$ cat config.mk
export PLATFORM = sky130hd
export DESIGN_NAME = wb_timeout_bridge_flat
export DESIGN_NICKNAME = d
export VERILOG_FILES = /design/src/rtl/wb_timeout_bridge_if.sv /design/src/rtl/wb_timeout_bridge.sv /design/src/flat_wrapper.sv
export SDC_FILE = /design/constraint.sdc
export NUM_CORES = 1
export LEC_CHECK = 0
export BUFFER_PORTS_ARGS = -buffer_cell sky130_fd_sc_hd__buf_2
export CORE_AREA = 2 2 103 105
export DETAILED_ROUTE_END_ITERATION = 6
export DIE_AREA = 0 0 105 107
export GPL_ROUTABILITY_DRIVEN = 1
export GPL_TIMING_DRIVEN = 0
export PLACE_DENSITY = 0.85
export SLEW_MARGIN = 10
export SYNTH_ARGS = -nofsm -noshare
export SYNTH_HDL_FRONTEND = slang
export SYNTH_SLANG_ARGS = --single-unit
$ cat constraint.sdc
create_clock -name clk -period 2.8 [get_ports clk]
set_input_delay 0.14 -clock clk [delete_from_list [all_inputs] [get_ports clk]]
set_output_delay 0.14 -clock clk [all_outputs]
set_load 0.005 [all_outputs]
$ cat src/rtl/wb_timeout_bridge_if.sv
// Classic Wishbone bus bundle; slave modport faces an initiator, master faces a target.
interface wb_if #(
    parameter int AW = 32,
    parameter int DW = 32
);
    logic [AW-1:0]   adr;
    logic [DW-1:0]   dat_w;
    logic [DW-1:0]   dat_r;
    logic [DW/8-1:0] sel;
    logic            we;
    logic [2:0]      cti;
    logic [1:0]      bte;
    logic            cyc;
    logic            stb;
    logic            ack;
    logic            err;

    modport slave  (input  adr, dat_w, sel, we, cti, bte, cyc, stb,
                    output dat_r, ack, err);
    modport master (output adr, dat_w, sel, we, cti, bte, cyc, stb,
                    input  dat_r, ack, err);
endinterface

$ cat src/rtl/wb_timeout_bridge.sv
// Wishbone bridge that splits bursts into classic cycles and terminates stuck requests with ERR.
// One cycle request latency, one cycle response latency; upstream is stalled while a transfer is outstanding.
module wb_timeout_bridge #(
    parameter int WB_ADDR_WIDTH = 32,
    parameter int WB_DATA_WIDTH = 32,
    parameter int TIMEOUT       = 256
) (
    input  logic       clk,
    input  logic       rst,
    wb_if.slave        t,
    wb_if.master       i,
    output logic       timeout_o,
    output logic [7:0] timeout_count_o
);
    localparam int          SW      = WB_DATA_WIDTH / 8;
    localparam logic [15:0] TO_LAST = 16'(TIMEOUT - 1);

    typedef enum logic [1:0] {IDLE, REQ, RESP} state_t;

    state_t                     state_q, state_d;
    logic [15:0]                cnt_q, cnt_d;
    logic                       abort_q, abort_d;
    logic                       cyc_q, cyc_d;
    logic [WB_ADDR_WIDTH-1:0]   adr_q, adr_d;
    logic [WB_DATA_WIDTH-1:0]   dat_w_q, dat_w_d;
    logic [SW-1:0]              sel_q, sel_d;
    logic                       we_q, we_d;
    logic                       ack_q, ack_d;
    logic                       err_q, err_d;
    logic [WB_DATA_WIDTH-1:0]   dat_r_q, dat_r_d;
    logic                       to_q, to_d;
    logic [7:0]                 tcnt_q, tcnt_d;
    logic                       abort_now;
    logic                       unused_burst;

    always_ff @(posedge clk) begin
        if (rst) begin
            state_q <= IDLE;
            cnt_q   <= '0;
            abort_q <= 1'b0;
            cyc_q   <= 1'b0;
            adr_q   <= '0;
            dat_w_q <= '0;
            sel_q   <= '0;
            we_q    <= 1'b0;
            ack_q   <= 1'b0;
            err_q   <= 1'b0;
            dat_r_q <= '0;
            to_q    <= 1'b0;
            tcnt_q  <= '0;
        end else begin
            state_q <= state_d;
            cnt_q   <= cnt_d;
            abort_q <= abort_d;
            cyc_q   <= cyc_d;
            adr_q   <= adr_d;
            dat_w_q <= dat_w_d;
            sel_q   <= sel_d;
            we_q    <= we_d;
            ack_q   <= ack_d;
            err_q   <= err_d;
            dat_r_q <= dat_r_d;
            to_q    <= to_d;
            tcnt_q  <= tcnt_d;
        end
    end

    always_comb begin
        state_d   = state_q;
        cnt_d     = cnt_q;
        abort_d   = abort_q;
        cyc_d     = cyc_q;
        adr_d     = adr_q;
        dat_w_d   = dat_w_q;
        sel_d     = sel_q;
        we_d      = we_q;
        ack_d     = 1'b0;
        err_d     = 1'b0;
        dat_r_d   = '0;
        to_d      = 1'b0;
        tcnt_d    = tcnt_q;
        // An upstream drop seen in the same cycle as the response still suppresses it.
        abort_now = abort_q | ~t.cyc;
        case (state_q)
            IDLE: begin
                if (t.cyc && t.stb) begin
                    adr_d   = t.adr;
                    dat_w_d = t.dat_w;
                    sel_d   = t.sel;
                    we_d    = t.we;
                    cnt_d   = '0;
                    abort_d = 1'b0;
                    cyc_d   = 1'b1;
                    state_d = REQ;
                end
            end
            REQ: begin
                abort_d = abort_now;
                if (i.err) begin
                    cyc_d   = 1'b0;
                    err_d   = ~abort_now;
                    state_d = RESP;
                end else if (i.ack) begin
                    cyc_d   = 1'b0;
                    ack_d   = ~abort_now;
                    dat_r_d = abort_now ? '0 : i.dat_r;
                    state_d = RESP;
                end else if (cnt_q == TO_LAST) begin
                    cyc_d   = 1'b0;
                    err_d   = ~abort_now;
                    to_d    = 1'b1;
                    tcnt_d  = (tcnt_q == 8'hFF) ? tcnt_q : tcnt_q + 8'd1;
                    state_d = RESP;
                end else begin
                    cnt_d = cnt_q + 16'd1;
                end
            end
            RESP: begin
                state_d = IDLE;
            end
            default: begin
                state_d = IDLE;
                cyc_d   = 1'b0;
            end
        endcase
    end

    assign i.cyc   = cyc_q;
    assign i.stb   = cyc_q;
    assign i.adr   = adr_q;
    assign i.dat_w = dat_w_q;
    assign i.sel   = sel_q;
    assign i.we    = we_q;
    assign i.cti   = 3'b000;
    assign i.bte   = 2'b00;

    assign t.ack   = ack_q;
    assign t.err   = err_q;
    assign t.dat_r = dat_r_q;

    assign timeout_o       = to_q;
    assign timeout_count_o = tcnt_q;

    // Burst hints are deliberately discarded; every beat becomes a classic cycle.
    assign unused_burst = ^{t.cti, t.bte};
endmodule

$ cat src/flat_wrapper.sv
// flat-port wrapper written by rule: the top's interface ports become plain ports
module wb_timeout_bridge_flat 
#(
    parameter int WB_ADDR_WIDTH = 32,
    parameter int WB_DATA_WIDTH = 32,
    parameter int TIMEOUT       = 256
)
  (clk, rst, timeout_o, timeout_count_o, t_adr, t_dat_w, t_sel, t_we, t_cti, t_bte, t_cyc, t_stb, t_dat_r, t_ack, t_err, i_adr, i_dat_w, i_sel, i_we, i_cti, i_bte, i_cyc, i_stb, i_dat_r, i_ack, i_err);
  wb_if #(.AW(32), .DW(32)) t_i ();
  wb_if #(.AW(32), .DW(32)) i_i ();
  input  logic clk;
  input  logic rst;
  output logic timeout_o;
  output logic [7:0] timeout_count_o;
  input wire logic [$bits(t_i.adr)-1:0] t_adr;
  input wire logic [$bits(t_i.dat_w)-1:0] t_dat_w;
  input wire logic [$bits(t_i.sel)-1:0] t_sel;
  input wire logic [$bits(t_i.we)-1:0] t_we;
  input wire logic [$bits(t_i.cti)-1:0] t_cti;
  input wire logic [$bits(t_i.bte)-1:0] t_bte;
  input wire logic [$bits(t_i.cyc)-1:0] t_cyc;
  input wire logic [$bits(t_i.stb)-1:0] t_stb;
  output wire logic [$bits(t_i.dat_r)-1:0] t_dat_r;
  output wire logic [$bits(t_i.ack)-1:0] t_ack;
  output wire logic [$bits(t_i.err)-1:0] t_err;
  output wire logic [$bits(i_i.adr)-1:0] i_adr;
  output wire logic [$bits(i_i.dat_w)-1:0] i_dat_w;
  output wire logic [$bits(i_i.sel)-1:0] i_sel;
  output wire logic [$bits(i_i.we)-1:0] i_we;
  output wire logic [$bits(i_i.cti)-1:0] i_cti;
  output wire logic [$bits(i_i.bte)-1:0] i_bte;
  output wire logic [$bits(i_i.cyc)-1:0] i_cyc;
  output wire logic [$bits(i_i.stb)-1:0] i_stb;
  input wire logic [$bits(i_i.dat_r)-1:0] i_dat_r;
  input wire logic [$bits(i_i.ack)-1:0] i_ack;
  input wire logic [$bits(i_i.err)-1:0] i_err;
  assign t_i.adr = t_adr;
  assign t_i.dat_w = t_dat_w;
  assign t_i.sel = t_sel;
  assign t_i.we = t_we;
  assign t_i.cti = t_cti;
  assign t_i.bte = t_bte;
  assign t_i.cyc = t_cyc;
  assign t_i.stb = t_stb;
  assign t_dat_r = t_i.dat_r;
  assign t_ack = t_i.ack;
  assign t_err = t_i.err;
  assign i_adr = i_i.adr;
  assign i_dat_w = i_i.dat_w;
  assign i_sel = i_i.sel;
  assign i_we = i_i.we;
  assign i_cti = i_i.cti;
  assign i_bte = i_i.bte;
  assign i_cyc = i_i.cyc;
  assign i_stb = i_i.stb;
  assign i_i.dat_r = i_dat_r;
  assign i_i.ack = i_ack;
  assign i_i.err = i_err;
  wb_timeout_bridge #(.WB_ADDR_WIDTH(WB_ADDR_WIDTH), .WB_DATA_WIDTH(WB_DATA_WIDTH), .TIMEOUT(TIMEOUT)) u_core (.clk(clk), .rst(rst), .t(t_i), .i(i_i), .timeout_o(timeout_o), .timeout_count_o(timeout_count_o));
endmodule
==> results.json, run 1 <==
{
  "status": "complete, but fails checks",
  "violations": "DRC",
  "h-tree-depth": 4,
  "tns_ns": 0,
  "p_sw_frac": 0.2353,
  "muxShareOfSynthArea": 0.01643,
  "endpoint_kind": "flip-flop",
  "drv_cap": 0,
  "grt_remaining_overflow": 0,
  "seq_area_frac_synth": 0.5340,
  "grt_setup_unrepaired": "false",
  "power_frac_clock": 0.491,
  "clockBufferDepth": 2,
  "synthAdderAreaFrac": 0.005057,
  "cts_tree": "done",
  "synthCells": 570,
  "synth_ff_type": "dfxtp_1",
  "powerDensity_nw_per_um2": 600.8,
  "hold_class": "in -> reg",
  "clkSinkCount": 132,
  "nets": 1033,
  "grt_max_degree": 17,
  "peakVddDrop_v": 0.0005460,
  "clock.fmax_mhz": 466.9,
  "num_antenna_cells": 0,
  "worstSetupPathType": "reg -> reg",
  "synth_simple_gate_area_frac": 0.2660,
  "power_switching_w": 0.001119,
  "fill_cells": 663,
  "p_leak_nw": 3.528,
  "initial_core_util": 0.4903,
  "synth_xor_area_frac": 0,
  "final_cell_mix": "buf_2, nand2_1, dfxtp_1",
  "root_buffer": "clkbuf_8",
  "yosysTopAreaCell": "dfxtp_1",
  "synth_top_family_by_area": "simple AND/OR/NAND/NOR gates",
  "instances_no_fill": 1068,
  "avgViaCountPerCell": 5.257,
  "antenna_found_initial": 0,
  "worst_slack_ns": 0.6583,
  "finalInstanceArea_um2": 7914,
  "die_h_um": 107,
  "min_period_ns": 2.142,
  "finClkSkew_ns": 0.006865,
  "finalHoldViolCount": 0,
  "grt_pass1_vias": 5653,
  "critPathLaunchType": "flip-flop",
  "final-setup-viol-count": 0,
  "ys_types": 52,
  "wl_um": 18250,
  "pwr-share-comb": 0.096,
  "p_int_w": 0.003636,
  "yosysWarnings": 0,
  "power.share.sequential": 0.413,
  "critPathMaxFanout": 10,
  "rrSetupSlack_ns": 0.66,
  "period_share": 0.7649,
  "synth-compound-area-share": 0.1332,
  "grt_usage": 0.3220,
  "maxSlewHeadroom": 0.5599,
  "dr_total_vias": 5614,
  "cts_made_buffers": 17,
  "whs_ns": 0.08460,
  "area_growth_pct": 59.92,
  "die-width_um": 105,
  "coreArea_um2": 10090,
  "synth_area_per_cell_um2": 8.682,
  "placementRows": 37,
  "die_area_um2": 11240,
  "arrival_ns": 2.54,
  "ios": 231,
  "drive_above_1_share": 0.2940,
  "crit_required_ns": 3.20,
  "multi_input_area_um2": 2101,
  "numPortBuffers": 220,
  "place_inst": 930,
  "drv_slew": 0,
  "firstDrtPassIters": 7,
  "pre_cts_ws_ns": 0.8068,
  "synth_area_leaders": "dfxtp_1, nand2_1, a21oi_1, and2_1, clkbuf_1",
  "avgRoutedWirePerCell_um": 17.09,
  "grt_pass1_wl_um": 28460,
  "place_congestion": 0.8591,
  "placed_area_um2": 6235,
  "final_common_cell": "buf_2",
  "drt_iter0_markers": 473,
  "drtAntennaViolNets": 0,
  "synth_top_area_share": 0.5340,
  "clk_latency_ns": 0.51,
  "synth-async-reset-ratio": 0,
  "synth_edf_count": 0,
  "synth.cell_area_um2": 4948,
  "path_clk_slew_ns": 0.06,
  "seqCellArea_um2": 2643,
  "worst_pin_slew_ns": 0.6602,
  "ys_ff_latch": 132,
  "drcViolationCount": 5,
  "dp_hpwl_um": 9921
}
-- logic make-up after synthesis --
family | count (synthesis)
flip-flops | 132
adder cells (fa/ha/maj) | 2
other | 1
multiplexers | 8
AO/OA/AOI/OAI | 114
AND/OR/NAND/NOR | 265
buffers and inverters | 48
-- layer usage --
metal / part of all wire / vias to the layer above / global-route usage
li1: - / 2632 / -
met1: 0.37 / 2579 / 0.3470
met2: 0.51 / 335 / 0.5733
met3: 0.078 / 68 / 0.08146
met4: 0.045 / 0 / 0.1857
met5: 0 / - / 0
-- Yosys cell counts, types with 2 or more instances --
| cell | number |
|---|---|
| buf_1 | 2 |
| nor2_1 | 10 |
| nor4_1 | 3 |
| nor2b_1 | 4 |
| nand2_1 | 157 |
| or4_4 | 2 |
| buf_4 | 7 |
| o211ai_1 | 5 |
| a211oi_1 | 3 |
| and2_1 | 35 |
| o21ai_0 | 6 |
| nand3_1 | 13 |
| clkbuf_1 | 25 |
| inv_1 | 8 |
| o31ai_1 | 5 |
| nor4_2 | 3 |
| or3_1 | 12 |
| a31oi_1 | 2 |
| nor3_1 | 3 |
| a21oi_1 | 81 |
| nand4_1 | 5 |
| or4_1 | 4 |
| dfxtp_1 | 132 |
| mux2i_1 | 7 |
| ha_1 | 2 |
| buf_2 | 5 |
| and4_1 | 4 |
-- stage by stage --
| step | utilization | power [W] |
|---|---|---|
| 5_1_grt | 0.7842 | 0.004908 |
| 4_1_cts | 0.7842 | 0.004732 |
| 2_1_floorplan | - | 0.002143 |
| 6_report | 0.7842 | 0.004754 |
| 3_5_place_dp | 0.6178 | 0.002314 |
| 3_3_place_gp | 0.6178 | 0.002307 |
-- final cells by class --
| class | instances | area share |
|---|---|---|
| clock buffers | 19 | 0.05328 |
| plain buffers | 40 | 0.02403 |
| inverters | 8 | 0.003794 |
| flip-flops and latches | 132 | 0.3339 |
| multi-input cells | 394 | 0.2655 |
| well taps | 136 | 0.02150 |
| clock inverters | 13 | 0.02482 |
| repair buffers | 326 | 0.2732 |
-- power groups by stage --
stage	Clock, W	Sequential, W	Combinational, W
2_1_floorplan	0	0.00200	0.000140
3_3_place_gp	0	0.00200	0.000311
3_5_place_dp	0	0.00200	0.000315
4_1_cts	0.00234	0.00196	0.000430
5_1_grt	0.00245	0.00197	0.000492
6_report	0.00233	0.00196	0.000456
-- final timing paths --
kind / start / to / cells after the start
max reg2reg: u_core.state_q[1] / u_core.i.dat_w[17] / 6
max: u_core.state_q[1] / u_core.i.dat_w[17] / 6
min: t_stb / u_core.i.cyc / 4
min reg2reg: u_core.i.dat_w[16] / u_core.i.dat_w[16] / 2
-- state kept, by name (all words and copies together) (netlist names), 2 cells and up --
signal,cells
u_core.i.adr,32
u_core.i.dat_w,32
u_core.t.dat_r,32
u_core.i.sel,4
u_core.state_q,2
u_core.timeout_count_o,8
u_core.cnt_q,16
-- repair_timing --
action	in CTS	in global routing
gates resized for setup	0	0
endpoints found under the hold margin	105	0
hold buffers	106	0
setup endpoints to repair	0	0
setup buffers	0	0
-- critical path, stage by stage (launching register included) --
cell and delay [ns]:
dfxtp_1 0.40, nor4bb_1 0.32, buf_2 0.25, buf_2 0.25
clkbuf_1 0.41, nand2_1 0.12, a21oi_1 0.28
(Power assumes the default switching activity.)
==> run 2: changes to the inputs <==
CORE_AREA = 2 2 107 109   (was 2 2 103 105)
DIE_AREA = 0 0 109 111   (was 0 0 105 107)
PLACE_DENSITY = 0.79   (was 0.85)
clock period = 2 ns   (was 2.8 ns; I/O delays follow)
==> results.json, run 2 (same netlist as run 1, synthesis figures left out) <==
{
  "power.share.sequential": 0.402,
  "antenna_found_initial": 0,
  "area_growth_pct": 61.21,
  "reg2reg_from": "u_core.cnt_q[11]",
  "worst_slack_ns": 0.1141,
  "p_int_w": 0.005322,
  "critPathLaunchType": "flip-flop",
  "critPathMaxFanout": 10,
  "wl_um": 17020,
  "avgRoutedWirePerCell_um": 15.86,
  "firstDrtPassIters": 5,
  "cp_cell_sequence": "nor4_2, nand4_1, buf_4, o31a_1, o21a_1",
  "period_share": 0.9430,
  "total_power_w": 0.006827,
  "die-width_um": 109,
  "grt_pass1_wl_um": 26780,
  "die_area_um2": 12100,
  "placed_area_um2": 6243,
  "crit_required_ns": 2.31,
  "worst_pin_slew_ns": 0.6008,
  "whs_ns": 0.02672,
  "power_switching_w": 0.001506,
  "fill_cells": 776,
  "power_frac_clock": 0.505,
  "final_common_cell": "buf_2",
  "drv_cap": 0,
  "initial_core_util": 0.4467,
  "peakVddDrop_v": 0.0007890,
  "path_clk_slew_ns": 0.06,
  "nets": 1031,
  "endpoint_kind": "flip-flop",
  "num_antenna_cells": 0,
  "placementRows": 39,
  "cts_tree": "done",
  "die_h_um": 111,
  "p_sw_frac": 0.2205,
  "drcViolationCount": 0,
  "finalHoldViolCount": 0,
  "hold_class": "in -> reg",
  "drtAntennaViolNets": 0,
  "critPathSlowestCell": "nor4_2",
  "numPortBuffers": 220,
  "maxSlewHeadroom": 0.5964,
  "grt_usage": 0.2881,
  "grt_remaining_overflow": 0,
  "clock.fmax_mhz": 530.2,
  "status": "finished, final reports clean",
  "hold_start": "rst",
  "pre_cts_ws_ns": -0.06956,
  "worstSetupPathType": "reg -> reg",
  "critPathMaxStageDelay_ns": 0.39,
  "drive_above_1_share": 0.3086,
  "arrival_ns": 2.20,
  "place_inst": 937,
  "h-tree-depth": 4,
  "cts_made_buffers": 17,
  "dp_hpwl_um": 9638,
  "grt_pass1_vias": 5543,
  "grt_max_degree": 17,
  "final-setup-viol-count": 0,
  "finalInstanceArea_um2": 7978,
  "ios": 231,
  "root_buffer": "clkbuf_16",
  "p_leak_nw": 3.576,
  "pwr-share-comb": 0.093,
  "place_congestion": 0.8521,
  "rrSetupSlack_ns": 0.11,
  "drt_iter0_markers": 339,
  "clockBufferDepth": 2,
  "finClkSkew_ns": 0.005488,
  "final_cell_mix": "buf_2, nand2_1, dfxtp_1",
  "clk_latency_ns": 0.42,
  "clkSinkCount": 132,
  "grt_setup_unrepaired": "false",
  "powerDensity_nw_per_um2": 855.8,
  "drv_slew": 0,
  "dr_total_vias": 5464,
  "avgViaCountPerCell": 5.092,
  "instances_no_fill": 1073,
  "min_period_ns": 1.886,
  "coreArea_um2": 11080,
  "startpoint": "u_core.cnt_q[11]"
}
run 2: per-stage QoR:
stage / setup TNS, ns / util
4_1_cts: 0 / 0.7170
5_1_grt: 0 / 0.7202
6_report: 0 / 0.7202
2_1_floorplan: 0 / -
3_5_place_dp: -0.06956 / 0.5637
3_3_place_gp: -0.03208 / 0.5637
run 2: metal layers:
| metal | track usage | share of wire | up-vias |
|---|---|---|---|
| li1 | - | - | 2625 |
| met1 | 0.3013 | 0.36 | 2471 |
| met3 | 0.1005 | 0.094 | 75 |
| met2 | 0.4886 | 0.49 | 293 |
| met5 | 0 | 0 | - |
| met4 | 0.1718 | 0.050 | 0 |
run 2: layout make-up:
type	instances	area [um^2]	area share
Inverter	8	30.03	0.003764
Timing Repair Buffer	325	2147	0.2691
Buffer	39	201.4	0.02525
Clock buffer	20	456.7	0.05725
Tap cell	143	178.9	0.02243
Clock inverter	12	202.7	0.02541
Sequential cell	132	2646	0.3317
Multi-Input combinational cell	394	2115	0.2651
run 2: power groups by stage:
stage               clock network [W]  logic (W)  registers (W)
floorplan                           0   0.000196        0.00280
global route                  0.00361   0.000686        0.00275
detailed placement                  0   0.000440        0.00280
CTS                           0.00349   0.000601        0.00274
global placement                    0   0.000434        0.00279
finish                        0.00345   0.000632        0.00275
run 2: timing repair:
item / 4_1_cts / 5_1_grt
setup endpoints to repair: 2 / 63
gates cloned: 0 / 0
hold buffers: 103 / 0
resized for setup: 1 / 20
pin swaps: 1 / 4
setup buffers: 1 / 1
hold endpoints to repair: 103 / 0
run 2: worst paths after layout:
check                               to  cells after the start
max reg2reg  u_core.timeout_count_o[5]                      5
min                   u_core.cnt_q[11]                      3
max          u_core.timeout_count_o[5]                      5
min reg2reg           u_core.i.adr[16]                      2
run 2: worst max-delay path, delay by kind of cell (launching register included):
kind,cells,cell delay (ns)
AO/OA/AOI/OAI,2,0.46
flip-flops,1,0.35
buffers and inverters,1,0.27
AND/OR/NAND/NOR,2,0.70
==> run 3: changes to the inputs <==
REMOVE_ABC_BUFFERS = 1   (was not set)
==> results.json, run 3 (same netlist as run 1, synthesis figures left out) <==
{
  "status": "finished, final reports clean",
  "grt_pass1_wl_um": 24580,
  "root_buffer": "clkbuf_16",
  "maxSlewHeadroom": 0.5414,
  "reg2regPathDepth": 4,
  "grt_setup_unrepaired": "false",
  "grt_max_degree": 63,
  "grt_remaining_overflow": 0,
  "area_growth_pct": 58.66,
  "arrival_ns": 2.14,
  "min_period_ns": 1.844,
  "grt_usage": 0.2555,
  "endpoint_kind": "flip-flop",
  "drtAntennaViolNets": 0,
  "reg2reg_from": "u_core.state_q[1]",
  "num_antenna_cells": 0,
  "busiest_layer": "met2",
  "drcViolationCount": 0,
  "powerDensity_nw_per_um2": 809.2,
  "wl_um": 15150,
  "initial_core_util": 0.4467,
  "firstDrtPassIters": 4,
  "tns_ns": 0,
  "clkSinkCount": 132,
  "fill_cells": 768,
  "grt_util_met1": 0.2692,
  "finalHoldViolCount": 0,
  "h-tree-depth": 4,
  "critPathLaunchType": "flip-flop",
  "met3_usage": 0.08524,
  "die_h_um": 111,
  "path_clk_slew_ns": 0.06,
  "worstSetupPathType": "reg -> reg",
  "startpoint": "u_core.state_q[1]",
  "multi_input_area_um2": 2138,
  "drt_iter0_markers": 393,
  "dr_total_vias": 5237,
  "critPathMaxFanout": 8,
  "seqCellArea_um2": 2644,
  "clock.fmax_mhz": 542.2,
  "worst_pin_slew_ns": 0.6853,
  "cts_made_buffers": 17,
  "peakVddDrop_v": 0.0006185,
  "ios": 231,
  "min_path_cells": 4,
  "place_congestion": 0.8285,
  "drv_cap": 0,
  "total_power_w": 0.006353,
  "final_cell_mix": "buf_2, nand2_1, dfxtp_1",
  "coreArea_um2": 11080,
  "final_common_cell": "buf_2",
  "nets": 1003,
  "period_share": 0.9221,
  "hold_class": "in -> reg",
  "grtUsageMet2": 0.4335,
  "cts_tree": "done",
  "clk_latency_ns": 0.40,
  "die_area_um2": 12100,
  "clockBufferDepth": 2,
  "hold_start": "t_cyc",
  "placementRows": 39,
  "die-width_um": 109,
  "numPortBuffers": 220,
  "drv_slew": 0,
  "drive_above_1_share": 0.3104,
  "crit_required_ns": 2.30,
  "grt_pass1_vias": 5280,
  "final-setup-viol-count": 0,
  "finClkSkew_ns": 0.005335,
  "dp_hpwl_um": 8516,
  "p_leak_nw": 3.491,
  "antenna_found_initial": 0,
  "avgViaCountPerCell": 5.011,
  "avgRoutedWirePerCell_um": 14.49
}
run 3: cell types whose count changed in the layout (fill, tap and decap cells not counted), sizes merged:
| cell | change |
|---|---|
| clkinv | +1 |
| clkinvlp | +2 |
| inv | +1 |
| clkbuf | -26 |
| buf | -3 |
| bufinv | -3 |
run 3: power breakdown:
part	total, W	switching, W	internal (W)
sequential	0.00274	0.0000378	0.00270
clock	0.00299	0.00113	0.00186
combinational	0.000622	0.000279	0.000343
run 3: worst max-delay path, stage by stage (launching register included):
cell and delay [ns]:
dfxtp_1 0.41, or4b_1 0.66, nor4_1 0.30, a21oi_1 0.12
a311oi_1 0.26
run 3: path summary, 6_finish.rpt:
path | to | slack, ns
worst max-delay path | u_core.timeout_count_o[6] | 0.16
worst min register to register | u_core.i.sel[1] | 0.45
worst max register to register | u_core.timeout_count_o[6] | 0.16
worst min-delay path | u_core.abort_q | 0.08
run 3: final cells by class:
type | instances | share of cell area
sequential | 132 | 0.3367
timing repair buffer | 336 | 0.2908
multi-input combinational | 394 | 0.2724
clock buffer | 19 | 0.05641
tap | 143 | 0.02279
clock inverter | 13 | 0.01705
inverter | 8 | 0.003825
run 3: routing by layer:
metal  part of all wire  vias to the layer above
met5                  0                        -
met4              0.037                        0
met3              0.085                       50
met2               0.49                      240
met1               0.39                     2381
li1                   -                     2566
run 3: stage by stage:
stage,hold WS [ns],cells,instance area (um^2),utilization,setup slack (ns)
final,0.08020,1045,7851,0.7088,0.1558
after global routing,0.1139,1045,7851,0.7088,0.01374
after CTS,0.05919,1045,7849,0.7086,0.1393
after detailed placement,0.3015,905,6203,0.5600,-0.1560
after global placement,0.2983,897,6053,0.5465,-10.31
after floorplan,0.1691,534,4773,-,-5.422
run 3: timing repair:
| action | CTS | global route |
|---|---|---|
| hold buffers | 103 | 0 |
| hold endpoints to repair | 102 | 0 |
| cloned | 0 | 0 |
| setup buffers | 5 | 0 |
| resized for setup | 0 | 2 |
| setup endpoints to repair | 9 | 4 |
| pin swaps | 2 | 0 |
